File: src/rtl/program_loader.sv
// program_loader: receives a length-prefixed big-endian byte stream and writes
// 32-bit instruction words into the processor, then drains its pipeline.
module program_loader #(
  parameter logic [31:0] BASE_ADDR    = 32'h0000_0000,
  parameter int unsigned DRAIN_CYCLES = 4
) (
  input  logic        clk,
  input  logic        rst_n,
  input  logic        start,
  input  logic [7:0]  byte_in,
  input  logic        byte_valid,
  output logic        byte_ready,
  output logic [31:0] instToLoad,
  output logic [31:0] addrToLoad,
  output logic        load,
  output logic        busy,
  output logic        done,
  output logic [15:0] words_loaded
);
  typedef enum logic [2:0] {IDLE, HDR_HI, HDR_LO, DATA, DRAIN, DONE} state_t;
  state_t      state;
  logic [15:0] count;
  logic [15:0] drainCnt;
  logic [1:0]  byteIdx;
  logic [23:0] wordBuf;
  logic        xfer;
  logic [15:0] nextWords;
  assign xfer      = byte_valid && byte_ready;
  assign nextWords = words_loaded + 16'd1;
  always_ff @(posedge clk or negedge rst_n) begin
    if (!rst_n) begin
      state        <= IDLE;
      byte_ready   <= 1'b0;
      instToLoad   <= 32'd0;
      addrToLoad   <= BASE_ADDR;
      load         <= 1'b0;
      busy         <= 1'b0;
      done         <= 1'b0;
      words_loaded <= 16'd0;
      count        <= 16'd0;
      drainCnt     <= 16'd0;
      byteIdx      <= 2'd0;
      wordBuf      <= 24'd0;
    end else begin
      case (state)
        IDLE: if (start) begin
          state        <= HDR_HI;
          byte_ready   <= 1'b1;
          busy         <= 1'b1;
          words_loaded <= 16'd0;
          instToLoad   <= 32'd0;
          addrToLoad   <= BASE_ADDR;
          byteIdx      <= 2'd0;
        end
        HDR_HI: if (xfer) begin
          count[15:8] <= byte_in;
          state       <= HDR_LO;
        end
        HDR_LO: if (xfer) begin
          count[7:0] <= byte_in;
          if ({count[15:8], byte_in} == 16'd0) begin
            state      <= DONE;
            byte_ready <= 1'b0;
            done       <= 1'b1;
          end else begin
            state <= DATA;
            load  <= 1'b1;
          end
        end
        DATA: if (xfer) begin
          wordBuf <= {wordBuf[15:0], byte_in};
          byteIdx <= byteIdx + 2'd1;
          // address and word move together so every load cycle rewrites a consistent pair
          if (byteIdx == 2'd3) begin
            instToLoad   <= {wordBuf, byte_in};
            addrToLoad   <= BASE_ADDR + {14'd0, words_loaded, 2'b00};
            words_loaded <= nextWords;
            if (nextWords == count) begin
              state      <= DRAIN;
              byte_ready <= 1'b0;
              drainCnt   <= 16'(DRAIN_CYCLES);
            end
          end
        end
        DRAIN: if (drainCnt <= 16'd1) begin
          state <= DONE;
          load  <= 1'b0;
          done  <= 1'b1;
        end else begin
          drainCnt <= drainCnt - 16'd1;
        end
        DONE: begin
          state <= IDLE;
          done  <= 1'b0;
          busy  <= 1'b0;
        end
        default: state <= IDLE;
      endcase
    end
  end
endmodule

File: config.mk
export PLATFORM = sky130hd
export DESIGN_NAME = program_loader
export DESIGN_NICKNAME = d
export VERILOG_FILES = /design/src/rtl/program_loader.sv
export SDC_FILE = /design/constraint.sdc
export NUM_CORES = 1
export LEC_CHECK = 0
export BUFFER_PORTS_ARGS = -buffer_cell sky130_fd_sc_hd__buf_2
export CAP_MARGIN = 20
export CORE_MARGIN = 5
export CORE_UTILIZATION = 55
export CTS_BUF_LIST = sky130_fd_sc_hd__clkbuf_8
export CTS_CLUSTER_DIAMETER = 50
export CTS_CLUSTER_SIZE = 8
export DETAILED_ROUTE_END_ITERATION = 7
export PLACE_DENSITY = 0.87
export SLEW_MARGIN = 15
export SYNTH_ARGS = -nofsm -noshare
export SYNTH_HDL_FRONTEND = slang
export SYNTH_SLANG_ARGS = --single-unit
File: constraint.sdc
create_clock -name clk -period 3.3 [get_ports clk]
set_clock_uncertainty 0.05 [all_clocks]
set_input_delay 0.66 -clock clk [delete_from_list [all_inputs] [get_ports clk]]
set_output_delay 0.66 -clock clk [all_outputs]
set_load 0.005 [all_outputs]
## After elaboration in Yosys (flattened, before gate mapping)

Cells that the tools add are included.

| storage, ports and cells | value |
|---|---|
| output and inout port bits | 84 |
| register bits | 145 |
| bits of input ports | 12 |
| word-level logic and storage cells | 98 |

| cells by class | value |
|---|---|
| reductions and logical operators | 20 |
| mux-type cells | 44 |
| add/sub/neg operators | 3 |
| equality and inequality tests | 17 |
| $lt $le $gt $ge | 1 |

Operators with widths:

| cell | number |
|---|---|
| $mux 32 | 5 |
| $pmux 32 s2 | 2 |
| $mux 16 | 7 |
| $pmux 16 s2 | 2 |
| $mux 3 | 8 |
| $ne 2x2->1 const B | 10 |
| $add 16x1->16 const B | 1 |
| $eq 16x16->1 | 1 |
| $le 16x1->1 const B | 1 |
| $logic_not 16->1 | 1 |
| $sub 16x1->16 const B | 1 |
| $pmux 3 s5 | 1 |
| $reduce_and 7->1 | 2 |
| $mux 1 | 12 |
| $reduce_and 4->1 | 3 |
| $reduce_and 2->1 | 4 |
| $reduce_bool 2->1 | 4 |
| $eq 3x2->1 const B | 2 |
| $eq 3x3->1 const B | 2 |
| $pmux 1 s3 | 2 |
| $reduce_bool 3->1 | 2 |
| $reduce_and 5->1 | 1 |
| $mux 2 | 2 |
| $pmux 1 s2 | 2 |
| other kinds (7) | 7 |

## Logic depth before layout (Yosys ltp)

| logic depth | value |
|---|---|
| depth after elaboration | 6 |
| mapped depth | 9 |
| gate-level depth less buffers | 8 |

## Worst setup path before layout

OpenSTA, ideal clock, no wires.

| timing path | value |
|---|---|
| kind | register to register |
| start | register drainCnt[0] |
| end | register drainCnt[11] |
| buffers on the path | 1 |
| stages on the path, launching flop included | 10 |
| slack | 1.032 ns |
| arrival time | 2.087 ns |
| clock period less this slack | 2.268 ns |
| path through | dfrtp_1 > inv_1 > ha_1 > o21ba_2 > and4b_1 > a21oi_1 > clkbuf_1 > o21ai_0 > a22oi_1 > o21ai_0 |

| between the ends | value |
|---|---|
| longest elaborated chain between the ends | 3 |

Ends and longest elaborated chain:

| element | RTL line | text |
|---|---|---|
| from (decl) | 23 | `logic [15:0] drainCnt;` |
| from (signal assigned) | 81 | `drainCnt <= 16'(DRAIN_CYCLES);` |
| from (signal assigned) | 90 | `drainCnt <= drainCnt - 16'd1;` |
| $sub 16x1->16 / $le 16x1->1 (equally long branches) | 90, 85 |  |
| $mux 16 / $ne 2x2->1 (equally long branches) | - |  |
| $pmux 16 s2 / $reduce_and 5->1 (equally long branches) | - |  |

Parallel ways exist; a longest one is shown, timed or not. The select of a mux whose other input is x is not followed.
A chain may end at the register's enable or synchronous reset.

## Worst setup path in the final report

| timing path | value |
|---|---|
| start | register words_loaded[4] |
| end | register drainCnt[6] |

| between the ends | value |
|---|---|
| longest elaborated chain between the ends | 4 |

Ends and longest elaborated chain:

| element | RTL line | text |
|---|---|---|
| from (decl) | 18 | `output logic [15:0] words_loaded` |
| from (signal assigned) | 77 | `words_loaded <= nextWords;` |
| $add 16x1->16 | 29 | `assign nextWords = words_loaded + 16'd1;` |
| $eq 16x16->1 | 78 | `if (nextWords == count) begin` |
| $ne 2x2->1 (no line) | - |  |
| $reduce_and 5->1 (no line) | - |  |

Every way passes these cells.

==> impl_metrics.tcl <==
set metrics [dict create \
    rr_endpoint "drainCnt[6]" \
    port_buffers 79 \
    yosysWarnings 0 \
    place.gp.congestion 0.933 \
    outcome "finished clean" \
    insertion_delay_ps 440 \
    fin_util 0.635 \
    dp_hpwl_um 10700 \
    fmax_ghz 0.372 \
    numCtsBuffers 17 \
    via_per_inst 5.96 \
    critical_path_class "flip-flop to flip-flop" \
    netlist_area_um2 6440 \
    fin_tns_setup_ps 0 \
    area_delta_synth_final_pct 13.2 \
    seqPwrFrac 0.515 \
    pin_count 96 \
    drive_gt1_frac 0.191 \
    drv_cap 0 \
    drt-initial-drc-count 685 \
    ys_ff_latch 129 \
    p_int_mw 2.41 \
    postCtsSetupRepairBufs 0 \
    period_minus_slack_ps 2690 \
    firstDrtPassIters 6 \
    async_flop_share 1.00 \
    antenna_found_initial 0 \
    setup.worst_path.start_class "flip-flop" \
    grt_use_total 0.229 \
    die_h_um 118 \
    n_fill_cell 936 \
    worstPathMaxFanout 20 \
    peakVddDrop_mv 0.340 \
    core_um2 11500 \
    critPathLaunch "words_loaded[4]" \
    die_x_um 118 \
    dieArea_um2 14000 \
    p_leak_nw 3.84 \
    rsz0062_at_grt "no" \
    nets 803 \
    synth_ff_type "dfrtp_1" \
    postRouteAntennaNets 0 \
    placementRows 39 \
    hold_violations 0 \
    worstPathRequired_ps 3550 \
    worstRegToRegCells 7 \
    r2r-start "words_loaded[4]" \
    synth_edf_count 0 \
    wl_per_cell_um 17.2 \
    grt_max_degree 61 \
    comb_power_share 0.018 \
    finalPower_mw 3.07 \
    regArea_um2 3230 \
    grt_pass1_vias 5265 \
    start_util 0.562 \
    hold_class "input port to async pin" \
    cp.arrival_ps 2940 \
    cts_hold_buf 0 \
    pwr-share-clk 0.467 \
    cts_tree "done" \
    power.switching_uw 659 \
    route.vias.total 5621 \
    swShare 0.215 \
    cts.repair.resized 0 \
    grt-ovfl-total 0 \
    postRouteWirelength_um 16200 \
    ys_seq_area_frac 0.501 \
    fin_ws_ps 610 \
    endpoint "drainCnt[6]" \
    syn_area_per_cell_um2 8.88 \
    tightest_slew_ps 811 \
    clock_sink_count 129 \
    grt_first_pass_wirelength_um 26300 \
    power.density_nw_per_um2 421 \
    synthCells 725 \
    place_ws_ps 672 \
    slew_headroom 0.457 \
    setup_viol_count_final 0 \
    htreeDepth 4 \
    cts-root-buf "clkbuf_8" \
    multiInputGateArea_um2 2920 \
    finalMaxSlewViolations 0 \
    clock_path_buffers 2 \
    drc 0 \
    fin_crit_sh 0.815 \
    diodes 0 \
    cp-end-kind "flip-flop" \
    ys_types 63 \
    reg2reg_slack_ps 610 \
    cts.clk_slew.worst_paths_ps 70 \
]
## power by group through the flow
stage	Sequential [mW]	Clock [mW]	Combinational (mW)
final	1.58	1.43	0.0565
after CTS	1.58	1.45	0.0583
after floorplan	1.61	0	0.0189
after detailed placement	1.61	0	0.0583
after global placement	1.61	0	0.0577
after global routing	1.58	1.53	0.0657
## synthesized netlist by cell type (3+ instances only)
library cell / count / area, um^2
buf_4: 24 / 180
o211ai_1: 4 / 30.0
nor2_1: 34 / 128
clkbuf_1: 31 / 116
nand2_1: 207 / 777
nand3_1: 57 / 285
nor2b_1: 3 / 18.8
a31oi_1: 8 / 50.1
nor3_1: 10 / 50.1
or4_1: 3 / 22.5
buf_2: 7 / 35.0
nand4_1: 6 / 37.5
xnor2_1: 12 / 105
o31ai_1: 7 / 52.6
o22ai_1: 5 / 31.3
o21ai_1: 5 / 25.0
nor4_1: 11 / 68.8
inv_1: 7 / 26.3
and3_1: 8 / 50.1
mux2_2: 16 / 180
a21oi_1: 18 / 90.1
ha_1: 4 / 50.1
and2_1: 4 / 25.0
o21ai_0: 41 / 205
o21a_1: 3 / 22.5
xor2_1: 8 / 70.1
dfrtp_1: 129 / 3230
mux2i_1: 4 / 40.0
a22oi_1: 5 / 37.5
nand2b_1: 3 / 18.8
## critical path: stages (launching register included)
cell     delay, ps
dfrtp_1        550
nand3_2        290
or4_1          640
xnor2_1        190
nand4_1        140
nor4_2         240
buf_4          300
a22oi_1        130
## layout make-up
class | instances | share of cell area
inverter | 7 | 0.00361
tap | 143 | 0.0246
timing repair buffer | 91 | 0.0704
clock buffer | 21 | 0.0397
clock inverter | 11 | 0.0187
sequential | 129 | 0.443
multi-input combinational | 541 | 0.400
## cell families (layout without fill, tap and decap cells)
group                    count (synthesis)  in the layout  share of synthesized area
buffers and inverters                   70            130                     0.0573
flip-flops                             129            129                      0.501
AO/OA/AOI/OAI                          118            118                      0.116
AND/OR/NAND/NOR                        363            363                      0.256
other                                    1             16                   0.000582
adder cells (fa/ha/maj)                  4              4                    0.00777
XOR/XNOR                                20             20                     0.0272
multiplexers                            20             20                     0.0342
## sequential cells by signal (all words and copies together) (netlist names)
name / cells
load: 1
drainCnt: 16
byteIdx: 2
wordBuf: 24
words_loaded: 16
count: 16
byte_ready: 1
addrToLoad: 16
done: 1
busy: 1
state: 3
instToLoad: 32
## per-stage QoR
stage | std cells | hold WS, ps | instance area [um^2]
4_1_cts | 943 | 257 | 7290
3_5_place_dp | 911 | 401 | 6860
3_3_place_gp | 911 | 396 | 6860
6_report | 943 | 238 | 7290
5_1_grt | 943 | 281 | 7290
2_1_floorplan | 740 | 314 | 6500
## metal layers
metal / GRT usage / wire [um]
met4: 0.0860 / 405
met3: 0.0606 / 1490
met5: 0 / 0
met1: 0.315 / 6530
met2: 0.352 / 7780
## worst min-delay path by stage
stage | from | endpoint | slack (ps)
global placement | addrToLoad[7] | addrToLoad[7] | 400
CTS | rst_n | drainCnt[4] | 260
floorplan | rst_n | addrToLoad[10] | 310
detailed placement | addrToLoad[13] | addrToLoad[13] | 400
global route | rst_n | words_loaded[10] | 280
finish | rst_n | words_loaded[8] | 240
## cell usage in the layout (no fill, tap or decap), types with 3 or more instances in the layout
master,n
nor4_1,11
o31ai_1,7
mux2i_1,4
nand2_1,207
o21ai_1,5
conb_1,16
nor2b_1,3
nand2b_1,3
o21ai_0,41
a21oi_1,17
dfrtp_1,129
o211ai_1,4
clkbuf_8,21
nand4_1,6
nand3_1,57
ha_1,4
buf_4,11
a22oi_1,5
nor3_1,10
or4_1,3
clkinv_2,3
a31oi_1,8
inv_1,9
o22ai_1,5
buf_2,78
and2_1,3
xor2_1,8
o21a_1,3
bufinv_16,3
xnor2_1,12
nor2_1,33
and3_1,8
mux2_2,16
Note: power is estimated with default switching activity, not from simulation.
